===== config.mk =====
export PLATFORM = sky130hd
export DESIGN_NAME = mem_port_arbiter
export DESIGN_NICKNAME = d
export VERILOG_FILES = /design/src/rtl/mem_port_arbiter.sv
export SDC_FILE = /design/constraint.sdc
export NUM_CORES = 1
export LEC_CHECK = 0
export BUFFER_PORTS_ARGS = -buffer_cell sky130_fd_sc_hd__buf_2
export CAP_MARGIN = 20
export CORE_AREA = 2 2 131 133
export DETAILED_ROUTE_END_ITERATION = 8
export DIE_AREA = 0 0 133 135
export PLACE_DENSITY_LB_ADDON = 0.08
export SYNTH_ARGS = -nofsm -noshare
export SYNTH_HDL_FRONTEND = slang
export SYNTH_SLANG_ARGS = --single-unit

===== constraint.sdc =====
create_clock -name Clock -period 2.4 [get_ports Clock]
set_input_delay 0 -clock Clock [delete_from_list [all_inputs] [get_ports Clock]]
set_output_delay 0 -clock Clock [all_outputs]
set_load 0.03 [all_outputs]

===== src/rtl/mem_port_arbiter.sv =====
// mem_port_arbiter: arbitrates an instruction-fetch port and a data port onto
// one shared single-port memory with variable completion latency.
// Data requests win unless they have taken MAX_DM_STREAK consecutive grants
// while a fetch is waiting. Completion data is registered and flagged with a
// one-cycle Valid pulse.
// Optional build macro ARB_TIMEOUT_EN adds an 8-bit transfer watchdog that
// aborts a stuck transfer (zero data, sticky Error); otherwise Error is 0.
module mem_port_arbiter #(
  parameter int unsigned MAX_DM_STREAK = 4
) (
  input  logic        Clock,
  input  logic        Reset,
  input  logic        IF_Req,
  input  logic [31:0] IF_Addr,
  output logic [31:0] IF_Data,
  output logic        IF_Valid,
  input  logic        DM_Req,
  input  logic        DM_Write,
  input  logic [31:0] DM_Addr,
  input  logic [31:0] DM_WData,
  input  logic [1:0]  DM_ByteSel,
  output logic [31:0] DM_RData,
  output logic        DM_Valid,
  output logic        Mem_Req,
  output logic        Mem_Write,
  output logic [31:0] Mem_Addr,
  output logic [31:0] Mem_WData,
  output logic [1:0]  Mem_ByteSel,
  input  logic [31:0] Mem_RData,
  input  logic        Mem_Ready,
  output logic        Stall,
  output logic        Error
);

  typedef enum logic [1:0] {IDLE, IF_XFER, DM_XFER} state_t;

  localparam logic [3:0] MAX_S = 4'(MAX_DM_STREAK);

  state_t      state_q, state_d;
  logic [3:0]  streak_q, streak_d;
  logic [31:0] lat_addr_q, lat_wdata_q;
  logic        lat_write_q;
  logic [1:0]  lat_bsel_q;
  logic [31:0] if_data_q, dm_rdata_q;
  logic        if_valid_q, dm_valid_q;
  logic        if_pend, dm_pend, turnaround, xfer, done, abort;
  logic        grant_if, grant_dm;
  logic [31:0] cap_data;

  // A requester is not pending in its own Valid cycle (it is dropping Req).
  assign if_pend    = IF_Req & ~if_valid_q;
  assign dm_pend    = DM_Req & ~dm_valid_q;
  // Completion cycles are a turnaround: no new grant, so a requester that
  // re-raises Req right after its Valid competes on equal terms next cycle.
  assign turnaround = if_valid_q | dm_valid_q;
  assign xfer       = (state_q != IDLE);
  assign done       = xfer & (Mem_Ready | abort);
  assign cap_data   = Mem_Ready ? Mem_RData : '0;

  // Next-state, grant decision and streak update.
  always_comb begin
    state_d  = state_q;
    streak_d = streak_q;
    grant_if = 1'b0;
    grant_dm = 1'b0;
    unique case (state_q)
      IDLE: begin
        if (!turnaround) begin
          if (dm_pend && ((streak_q < MAX_S) || !if_pend)) begin
            grant_dm = 1'b1;
            state_d  = DM_XFER;
            if (if_pend)
              streak_d = (streak_q < MAX_S) ? streak_q + 4'd1 : streak_q;
            else
              streak_d = '0;
          end else if (if_pend) begin
            grant_if = 1'b1;
            state_d  = IF_XFER;
            streak_d = '0;
          end
        end
      end
      IF_XFER, DM_XFER: begin
        if (done) state_d = IDLE;
      end
      default: state_d = IDLE;
    endcase
  end

  // State, streak and latched request registers.
  always_ff @(posedge Clock) begin
    if (Reset) begin
      state_q     <= IDLE;
      streak_q    <= '0;
      lat_addr_q  <= '0;
      lat_wdata_q <= '0;
      lat_write_q <= 1'b0;
      lat_bsel_q  <= '0;
    end else begin
      state_q  <= state_d;
      streak_q <= streak_d;
      if (grant_dm) begin
        lat_addr_q  <= DM_Addr;
        lat_wdata_q <= DM_WData;
        lat_write_q <= DM_Write;
        lat_bsel_q  <= DM_ByteSel;
      end else if (grant_if) begin
        lat_addr_q  <= IF_Addr;
        lat_wdata_q <= '0;
        lat_write_q <= 1'b0;
        lat_bsel_q  <= '0;
      end
    end
  end

  // Completion capture and Valid pulses; stores leave DM_RData untouched.
  always_ff @(posedge Clock) begin
    if (Reset) begin
      if_data_q  <= '0;
      dm_rdata_q <= '0;
      if_valid_q <= 1'b0;
      dm_valid_q <= 1'b0;
    end else begin
      if_valid_q <= done && (state_q == IF_XFER);
      dm_valid_q <= done && (state_q == DM_XFER);
      if (done && (state_q == IF_XFER))
        if_data_q <= cap_data;
      if (done && (state_q == DM_XFER) && !lat_write_q)
        dm_rdata_q <= cap_data;
    end
  end

`ifdef ARB_TIMEOUT_EN
  logic [7:0] wd_q;
  logic       error_q;

  // wd_q is 0 in the first XFER cycle, so aborting at 254 ends the transfer
  // after 255 cycles without Mem_Ready.
  assign abort = xfer && !Mem_Ready && (wd_q == 8'd254);
  assign Error = error_q;

  // Watchdog counter and sticky error flag.
  always_ff @(posedge Clock) begin
    if (Reset) begin
      wd_q    <= '0;
      error_q <= 1'b0;
    end else begin
      if (grant_if || grant_dm)
        wd_q <= '0;
      else if (xfer)
        wd_q <= wd_q + 8'd1;
      if (abort)
        error_q <= 1'b1;
    end
  end
`else
  assign abort = 1'b0;
  assign Error = 1'b0;
`endif

  assign IF_Data     = if_data_q;
  assign IF_Valid    = if_valid_q;
  assign DM_RData    = dm_rdata_q;
  assign DM_Valid    = dm_valid_q;
  assign Mem_Req     = xfer;
  assign Mem_Write   = (state_q == DM_XFER) & lat_write_q;
  assign Mem_Addr    = xfer ? lat_addr_q  : '0;
  assign Mem_WData   = xfer ? lat_wdata_q : '0;
  assign Mem_ByteSel = xfer ? lat_bsel_q  : '0;
  assign Stall       = if_pend | dm_pend;

endmodule


* After elaboration in Yosys (flattened, before gate mapping)
Index checks and enable logic that the tools add are counted.
** Storage, ports and cells
- Input port bits :: 136
- Output and inout port bits :: 136
- Register bits :: 139
- Word-level logic and storage cells :: 69
** Operators by class
- Reductions and logical operators :: 14
- Bitwise operators :: 9
- Mux-type cells :: 28
- Magnitude comparators :: 1
- Eq/ne operators :: 6
- Add/sub/neg operators :: 1
** Operators with widths (number)
- 32-bit 2-to-1 mux :: 7
- 4-bit 2-to-1 mux :: 4
- 2-bit 2-to-1 mux :: 7
- 1-bit 2-to-1 mux :: 9
- 3-bit inequality test, second input constant :: 2
- 2-bit nonzero test :: 3
- 4-bit by 1-bit adder with 4-bit output, second input constant :: 1
- 1-bit AND :: 4
- 1-bit logical AND :: 4
- 4-bit by 3-bit less-than comparator with 1-bit output, second input constant :: 1
- 2-bit inequality test, second input constant :: 2
- 2-bit case mux with 2 select lines :: 1
- 4-bit AND reduction :: 1
- 1-bit inverter :: 3
- 3-bit AND reduction :: 1
- 2-bit by 1-bit == test with 1-bit output, second input constant :: 1
- 2-bit == test, second input constant :: 1
- 1-bit logical NOT :: 2
- 2-bit logical NOT :: 1
- 1-bit bitwise OR :: 2
- 2-bit OR reduction :: 1
- 1-bit logical OR :: 1

* Logic depth before layout (Yosys ltp)
Gate-level depths: netlist of the first run.
- Word-level depth :: 10
- Gate-level depth with buffers :: 9
- Mapped depth without buffers :: 6

* Worst setup path before layout of the first run
No wires, ideal clock.
- Path type :: register to register
- From :: register state_q[0]
- To :: register lat_bsel_q[0]
- Setup slack :: 0.560 ns
- Setup time :: 0.128 ns
- Buffers on the path :: 3
- Data arrival time :: 1.712 ns
- Data required time :: 2.272 ns
- Stages on the path, launching flop included :: 10
- Path through :: dfxtp_1 -> inv_1 -> ha_1 -> buf_4 -> inv_4 -> or4_4 -> buf_6 -> clkbuf_1 -> a22oi_1 -> nor2_1
** On the way
- Longest elaborated chain between the ends :: 3
** Ends and longest elaborated chain
- start, declared :: line 39 : state_t state_q, state_d;
- start signal, assigned :: line 100 : state_q <= state_d;
- 2-bit logical NOT * :: line 66 : unique case (state_q)
- 1-bit 2-to-1 mux :: line 66
- 2-bit 2-to-1 mux or 2-bit nonzero test (tied branches)
- end signal, assigned :: line 106 : lat_bsel_q <= DM_ByteSel;
- end, declared :: line 43 : logic [1:0] lat_bsel_q;
Every way passes the cells marked *; elsewhere a longest branch is shown, timed or not.
A chain may end at the register's enable or synchronous reset.

* Final worst setup path of the first run
- From :: register state_q[0]
- To :: output port Mem_WData[30]
** On the way
- Longest elaborated chain between the ends :: 2
** Ends and longest elaborated chain
- 2-bit nonzero test :: line 56 : assign xfer = (state_q != IDLE);
- 32-bit 2-to-1 mux :: line 168 : assign Mem_WData = xfer ? lat_wdata_q : '0;
- end, declared :: line 27 : output logic [31:0] Mem_WData,
Every way passes these cells.

==> results by stage, run 1 <==
Floorplan:
- The die is 133 um wide.
- The die covers 17,960 um^2.
- The vertical extent of the die is 135 um.
- For this design the top-level I/O count stands at 272.
- The core region is 16,410 um^2.
- The number of placement rows is 47.
- The initial utilization of the core area, before any placement, comes to 0.3470.

STA:
- The final-report hold violation count came to 0.
- Measured against its own limit, the worst slew margin works out to 0.5091.
- For the final routed database, the setup TNS stands at 0 ns.
- Across the routed clock network, the largest skew measured is 0.009060 ns.
- The share of the cycle needed by the critical path after routing is 0.8474.
- The final count of pins violating max slew is 0.
- The total of endpoints with negative setup slack in the final report is 0.
- For the pin with the worst max-slew slack, the measured transition is 0.7364 ns.
- Setup repair after global routing left no endpoint under its margin.
- Timing would allow up to 491.7 MHz.
- The final critical path time including I/O delays and setup is 2.034 ns.

Clock network:
- The number of clock buffers inserted by TritonCTS is 17.
- TritonCTS built the clock tree.
- In this run, post-CTS hold repair placed 133 buffers.
- Clock latency on the worst-skew pair, taken at its later pin, is 0.41 ns.
- The clock edge transition at the registers on the reported setup and hold paths is 0.06 ns.
- The number of gates given a new drive strength after cts is 0.
- The clock tree synthesis step divided the H-tree into 4 levels.
- The post-CTS setup repair buffer count is 0.
- The cell at the root of the clock tree is sky130_fd_sc_hd__clkbuf_16.
- The clock passes through at most 2 buffers.
- The number of clock sinks is 139.

Final layout:
- At the end of the flow the core is filled with cells to 0.5582.
- The post-route standard cell area excluding fillers is 9159 um^2.
- The area growth from synthesis to layout is 60.88%.
- Leaving out fill and tap cells, the most frequent cells in the layout are 269 x sky130_fd_sc_hd__buf_2, 139 x sky130_fd_sc_hd__dfxtp_1, 133 x sky130_fd_sc_hd__dlygate4sd3_1.
- The net count reported at finish is 1,184.
- The repair_antennas step left the layout with diodes totalling 0.
- The count of non-filler cells in the finished layout is 1,277.
- The proportion of layout cells with a drive suffix above 1 is 0.3302.
- Leaving out fill and tap cells, the most frequent cell in the layout is sky130_fd_sc_hd__buf_2.

Global routing:
- The pin count of the biggest net entering global routing is 68.
- For this run, global-route usage on met1 was measured as 0.2464.
- The most utilized layer in the global route result is met2.
- The wire length of the first global-routing pass is 30.54 mm.
- The remaining global-route overflow is 0.
- In the global route stage, overall resource usage came out at 0.2107.
- The met2 track utilization from global routing is 0.3636.
- The number of antenna violations at the first check in global routing is 0.
- The number of global-route vias before repair is 6,121.
- The met3 demand-to-capacity share in global routing is 0.05706.

Setup path:
- The required time at the endpoint of the critical path is 2.40 ns.
- Of all nets on the critical path, the largest fanout is 67.
- The classification of the worst setup path is reg2out.
- STA classifies the critical path endpoint as an output port.
- Data arrives at the worst endpoint at 2.03 ns.
- The startpoint kind of the worst setup timing path is a flop.

Detailed routing:
- The first routing iteration left 233 violations.
- The DRC violation count after routing is 0.
- Dividing the detail-routed wire length by the instance count gives 15.16 um.
- The number of iterations in the first detailed-routing pass is 4.
- Using the TritonRoute via totals, the vias-per-cell ratio works out to 4.786.
- The detail route stage leaves a number of antenna-violating nets equal to 0.
- The total wire length is 19.35 mm.
- Detailed routing inserted a total of 6,112 vias.

Pwr:
- Of the total power, the clock network draws 0.375.
- The total leakage power is 0.004046 uW.
- VDD sags by at most 499.6 uV.
- In this run the power spent charging and discharging nets is 2489 uW.
- Of the total power, the share spent switching nets is 0.3232.
- The internal portion of the total power is 5213 uW.
- The sequential cell fraction of total power is 0.343.
- The total power per unit cell area is 840.9 nW/um^2.
- The share of total power dissipated in combinational logic is 0.282.

Yosys:
- The cell count after synthesis came out at 670.
- For this run, the register share of the synthesized area comes to 0.4888.
- The post-synthesis register bit count is 139.
- Synthesis produced a netlist with a net count of 810.
- The cell area that synthesis handed to floorplanning was 5693 um^2.
- Yosys printed 0 warnings.
- The unique cell type count in the Yosys netlist is 34.
- The mean instance size in the synthesized netlist is 8.497 um^2.

Placement:
- At the end of routability-driven placement, the weighted congestion stood at 0.8376.
- The wire-length estimate of the detail-placed layout is 12.20 mm.
- The placed instances occupy a cell area of 7179 um^2.
- Input and output buffers added on the ports amount to 270.
- The number of instances in the placed design is 1,112.

Outcome:
- The run finished with clean final reports.

Hold path:
- The worst hold path class is in2reg.

Flow run:
- The max-cap violation count is 0.
==> worst paths after layout <==
path / startpoint / endpoint / slack, ns / depth (start not counted)
setup reg to reg: state_q[0]$_SDFFE_PP0P_ / lat_addr_q[27]$_SDFFE_PP0P_ / 0.41 / 7
setup / recovery: state_q[0]$_SDFFE_PP0P_ / Mem_WData[30] / 0.37 / 5
hold / removal: IF_Req / streak_q[0]$_SDFFE_PP0P_ / 0.07 / 5
hold reg to reg: DM_RData[5]$_SDFFE_PP0P_ / DM_RData[5]$_SDFFE_PP0P_ / 0.45 / 2
==> flip-flops by register name, summed over array words and instances (netlist names) <==
signal / flops
DM_RData: 32
DM_Valid: 1
IF_Data: 32
IF_Valid: 1
lat_addr_q: 32
lat_bsel_q: 2
lat_wdata_q: 32
lat_write_q: 1
state_q: 2
streak_q: 4
==> logic make-up (layout without fill, tap and decap cells) <==
kind of cell    Yosys count  in the layout  synth area share
simple gates            259            259            0.2062
compound gates          172            172            0.2237
flops                   139            139            0.4888
buf+inv                  95            482           0.07187
fa+ha+maj                 4              4          0.008792
other cells               1              1         0.0006587
==> through the flow <==
step / worst slack [ns] / total power (uW) / hold slack [ns]
5_1_grt: 0.2359 / 8084 / 0.1366
3_3_place_gp: 0.5074 / 4642 / 0.2494
3_5_place_dp: 0.4464 / 4684 / 0.2550
6_report: 0.3663 / 7701 / 0.07007
4_1_cts: 0.3351 / 7778 / 0.04416
2_1_floorplan: 0.5605 / 4152 / 0.1360
==> power by group through the flow <==
stage | Combinational [uW] | Clock [uW] | Sequential (uW)
3_5_place_dp | 2000 | 0 | 2690
2_1_floorplan | 1440 | 0 | 2720
5_1_grt | 2350 | 3070 | 2660
4_1_cts | 2170 | 2970 | 2640
3_3_place_gp | 1960 | 0 | 2690
6_report | 2170 | 2890 | 2640
==> Yosys cell counts <==
cell type / count / share of area
sky130_fd_sc_hd__buf_4: 2 / 0.0026
sky130_fd_sc_hd__buf_2: 4 / 0.0035
sky130_fd_sc_hd__or4_4: 1 / 0.0020
sky130_fd_sc_hd__nor4_2: 1 / 0.0022
sky130_fd_sc_hd__nand3_1: 35 / 0.031
sky130_fd_sc_hd__clkbuf_1: 42 / 0.028
sky130_fd_sc_hd__nor3b_1: 1 / 0.0013
sky130_fd_sc_hd__or2_2: 1 / 0.0011
sky130_fd_sc_hd__a22oi_1: 36 / 0.047
sky130_fd_sc_hd__a21oi_2: 30 / 0.046
sky130_fd_sc_hd__a21oi_1: 69 / 0.061
sky130_fd_sc_hd__buf_6: 5 / 0.0099
sky130_fd_sc_hd__nor4b_4: 1 / 0.0042
sky130_fd_sc_hd__inv_1: 34 / 0.022
sky130_fd_sc_hd__dfxtp_1: 139 / 0.49
sky130_fd_sc_hd__nor4_1: 2 / 0.0022
sky130_fd_sc_hd__and3_1: 1 / 0.0011
sky130_fd_sc_hd__o21ai_0: 2 / 0.0018
sky130_fd_sc_hd__o221a_1: 32 / 0.063
sky130_fd_sc_hd__and2_1: 1 / 0.0011
sky130_fd_sc_hd__a21o_1: 1 / 0.0013
sky130_fd_sc_hd__conb_1: 1 / 0.00066
sky130_fd_sc_hd__o41ai_1: 1 / 0.0015
sky130_fd_sc_hd__nand2_1: 100 / 0.066
sky130_fd_sc_hd__nand3b_1: 1 / 0.0013
sky130_fd_sc_hd__nor3_1: 1 / 0.00088
sky130_fd_sc_hd__nor2_1: 74 / 0.049
sky130_fd_sc_hd__inv_4: 1 / 0.0011
sky130_fd_sc_hd__buf_1: 7 / 0.0046
sky130_fd_sc_hd__a22o_1: 1 / 0.0015
sky130_fd_sc_hd__nand4b_1: 1 / 0.0015
sky130_fd_sc_hd__nor2b_1: 35 / 0.038
sky130_fd_sc_hd__ha_1: 4 / 0.0088
sky130_fd_sc_hd__nand2b_1: 3 / 0.0033
==> routing by layer <==
| layer | share of wire | wire length (um) |
|---|---|---|
| met5 | 0 | 0 |
| met3 | 0.066 | 1275 |
| met1 | 0.42 | 8209 |
| met2 | 0.49 | 9402 |
| met4 | 0.024 | 467 |
==> worst max-delay path, stage by stage (launching register included) <==
cell and delay [ns]:
sky130_fd_sc_hd__dfxtp_1 0.33, sky130_fd_sc_hd__inv_1 0.09, sky130_fd_sc_hd__ha_2 0.23, sky130_fd_sc_hd__buf_4 0.59, sky130_fd_sc_hd__nor2b_1 0.13, sky130_fd_sc_hd__buf_2 0.21
==> final cells by class <==
type,count,area (um^2)
fill,1483,7248
timing repair buffer,415,2813
sequential,139,2783
multi-input combinational,436,2506
clock buffer,19,432.9
tap,220,275.3
clock inverter,13,215.2
inverter,35,133.9
No activity file was read; power rests on OpenSTA's default activity.
==> inputs of run 2 (changes only) <==
Clock period 2.4 ns to 1.63 ns, I/O delays scaled along.
==> results by stage, run 2 (same netlist as run 1, synthesis figures left out) <==
Outcome:
- The run finished, with violations left.
- The final reports fail on negative setup slack.

Floorplan:
- The core box area is 16,410 um^2 (unchanged).
- The initial cell density of the core is 0.3470 (unchanged).
- The area of the die is 17,960 um^2 (unchanged).
- The number of placement rows is 47 (unchanged).
- The vertical extent of the die is 135 um (unchanged).
- The I/O pin total is 272 (unchanged).
- The width of the die is 133 um (unchanged).

Setup path:
- The startpoint kind of the worst setup timing path is a flop.
- The largest stage delay on the critical path is 0.35 ns (-0.24 ns).
- The start point of the critical path is state_q[0]$_SDFFE_PP0P_.
- The endpoint of the lowest-slack register-to-register path is DM_RData[23]$_SDFFE_PP0P_.
- Walking the worst path, the cells encountered are inv_2 -> ha_4 -> buf_6 -> nand3b_1 -> or2_4 -> clkbuf_16 -> nand2_1 -> a21oi_1.
- On the critical path, the stage with the largest delay is an instance of sky130_fd_sc_hd__or2_4.
- The required time at the endpoint of the critical path is 1.91 ns (-0.49 ns).
- The reg-to-reg setup timing slack is -0.08 ns (-0.49 ns).
- The number of cells on the worst reg-to-reg path is 8 (+1).
- The biggest fanout along the worst timing path is 8 (-88%).
- The arrival time at the worst endpoint was 1.99 ns (-0.04 ns).
- The worst register-to-register path begins at state_q[0]$_SDFFE_PP0P_.
- The classification of the worst setup path is reg2reg.
- The endpoint kind of the worst setup timing path is a flop.

Pwr:
- The total internal power is 7696 uW (+48%).
- The total power of the final layout is 11,500 uW (+49%).
- The total leakage power is 0.004217 uW (+4.2%).
- The fraction of power consumed by combinational cells was 0.342 (+0.060).
- The sequential cell fraction of total power is 0.340 (-0.003).
- The total power per unit cell area was 1156 nW/um^2 (+38%).
- The clock network fraction of total power is 0.318 (-0.057).
- The net load switching power is 3802 uW (+53%).
- The switching power share of the total is 0.3307 (+0.007520).
- The maximum vdd ir drop was 846.3 uV (+69%).

STA:
- The total of endpoints with negative setup slack in the final report is 91 (+91).
- Of the available clock period, the critical path in the final layout requires 1.046.
- The setup TNS is -2.741 ns (-2.741 ns).
- Counting I/O delays and the setup requirement, the final critical path takes 1.705 ns.
- Setup repair after global routing could not meet its margin everywhere.
- The tightest hold margin came to 0.1082 ns (+0.03817 ns).
- The headroom to the max-slew limit came to 0.6625 (+0.1534).
- The setup clock skew after layout is 0.005547 ns (-0.003513 ns).
- Timing would allow up to 586.4 MHz.
- The worst-margin pin slew is 0.5009 ns (-0.2354 ns).
- The final count of pins violating max slew is 0 (unchanged).
- The final-report hold violation count is 0 (unchanged).
- The worst-case setup margin in the final layout is -0.07525 ns (-0.4415 ns).

Final layout:
- The total inserted antenna cells is 0 (unchanged).
- In the layout the commonest cells are 203 x sky130_fd_sc_hd__buf_2, 137 x sky130_fd_sc_hd__dfxtp_1, 133 x sky130_fd_sc_hd__dlygate4sd3_1.
- The proportion of layout cells with a drive suffix above 1 is 0.4115 (+0.08131).
- The library cell used most frequently in the layout, excluding fill and tap cells, is sky130_fd_sc_hd__buf_2.
- The area growth from synthesis to layout is 74.64%.
- The post-route standard cell area excluding fillers came to 9942 um^2 (+8.6%).
- The net count reported at finish is 1,207 (+1.9%).

Hold path:
- The worst hold path startpoint is IF_Req.
- The capture endpoint of the worst hold path is streak_q[0]$_SDFFE_PP0P_.
- The path class of the tightest hold or removal check is in2reg.
- The cell depth of the worst hold path is 5 (unchanged).

Detailed routing:
- The DRC violation count after routing was 0 (unchanged).
- The via density per instance is 4.782 (about the same).
- The number of iterations in the first detailed-routing pass came to 5 (+1).
- The total wire length came to 20.07 mm (+3.7%).
- The total via count in the routed design is 6,212 (+1.6%).
- The remaining antenna violation count after routing is 0 (unchanged).
- The initial detailed-routing violation count was 270 (+16%).
- The routed length per instance is 15.45 um (+1.9%).

Global routing:
- The overall fraction of global-route tracks in use was 0.2116 (+0.0008913).
- The wire length of the first global-routing pass was 30.64 mm (+0.32%).
- The pin count of the biggest net entering global routing was 50 (-26%).
- The remaining global-route overflow is 0 (unchanged).
- The number of antenna violations at the first check in global routing is 0 (unchanged).
- The number of global-route vias before repair was 6,246 (+2.0%).

Clock network:
- The CTS tree is done.
- The number of clock sinks is 139 (unchanged).
- The latest clock arrival within the worst-skew pair was 0.41 ns (about the same).
- The number of clock buffers inserted by TritonCTS is 17 (unchanged).
- The number of buffers on the longest clock path is 2 (unchanged).
- CTS placed an instance of sky130_fd_sc_hd__clkbuf_16 at the clock tree root.
- The count of H-tree levels built during CTS is 4 (unchanged).
- The clock edge transition at the registers on the reported setup and hold paths is 0.06 ns (about the same).

Placement:
- The HPWL after detailed placement is 12.63 mm (+3.5%).
- The number of buffers inserted by port buffering is 270 (unchanged).
- The placement-stage cell area is 7472 um^2 (+4.1%).
- The weighted congestion reported at the end of routability-driven placement came to 0.8380 (about the same).
- The minimum setup slack after placement was -0.06385 ns (-0.5103 ns).

Flow run:
- The max-cap violation count is 0 (unchanged).
-- run 2: cell types whose count changed in the layout (fill, tap and decap cells not counted), sizes merged --
cell      previous run  this run
clkinvlp             1         3
buf                282       302
inv                 37        35
clkinv               5         2
bufinv               5         1
clkbuf              19        28
-- run 2: repair_timing --
| action | in CTS | in global routing |
|---|---|---|
| gates resized for setup | 77 | 69 |
| setup buffers | 1 | 1 |
| gates cloned | 1 | 5 |
| endpoints found under the hold margin | 132 | 1 |
| hold buffers | 131 | 2 |
| pin swaps | 0 | 14 |
| setup endpoints to repair | 136 | 169 |
-- run 2: how the worst max path moves through the flow --
stage | end | slack, ns | depth (start not counted)
CTS | lat_addr_q[4]$_SDFFE_PP0P_ | -0.04 | 7
finish | DM_RData[23]$_SDFFE_PP0P_ | -0.08 | 8
global route | DM_RData[12]$_SDFFE_PP0P_ | -0.13 | 8
floorplan | lat_addr_q[10]$_SDFFE_PP0P_ | -0.08 | 9
detailed placement | DM_RData[25]$_SDFFE_PP0P_ | -0.06 | 8
global placement | DM_RData[19]$_SDFFE_PP0P_ | -0.007 | 8
-- run 2: worst max-delay path, delay by kind of cell, from the launching register on --
| family | cells | cell delay [ns] |
|---|---|---|
| DFF | 1 | 0.34 |
| adders and majority gates | 1 | 0.17 |
| and+or+nand+nor | 3 | 0.63 |
| buffers and inverters | 3 | 0.37 |
| AOI/OAI and AO/OA | 1 | 0.05 |
-- run 2: metal layers --
metal  up-vias  wire length (um)  part of all wire  GRT usage
li1       3071                 -                 -          -
met1      2897              8596              0.43     0.2513
met2       220             10020              0.50     0.3713
met3        24              1149             0.057    0.05518
met4         0               308             0.015    0.07288
met5         -                 0                 0          0
-- run 2: per-stage QoR --
step,util,std cells
2_1_floorplan,-,670
3_3_place_gp,0.4554,1127
3_5_place_dp,0.4554,1127
4_1_cts,0.5841,1291
5_1_grt,0.6060,1299
6_report,0.6060,1299
-- run 2: power groups by stage --
stage	sequential (uW)	combinational [uW]	clock, uW
global placement	3960	3220	0
floorplan	4010	2320	0
CTS	3900	3740	3740
global route	3940	4220	3870
detailed placement	3970	3280	0
finish	3910	3940	3650
-- run 2: layout make-up --
class	count	area, um^2
Sequential cell	139	2785
Fill cell	1399	6465
Multi-Input combinational cell	436	2838
Clock buffer	25	495.5
Timing Repair Buffer	438	3347
Clock inverter	6	62.56
Inverter	35	138.9
Tap cell	220	275.3
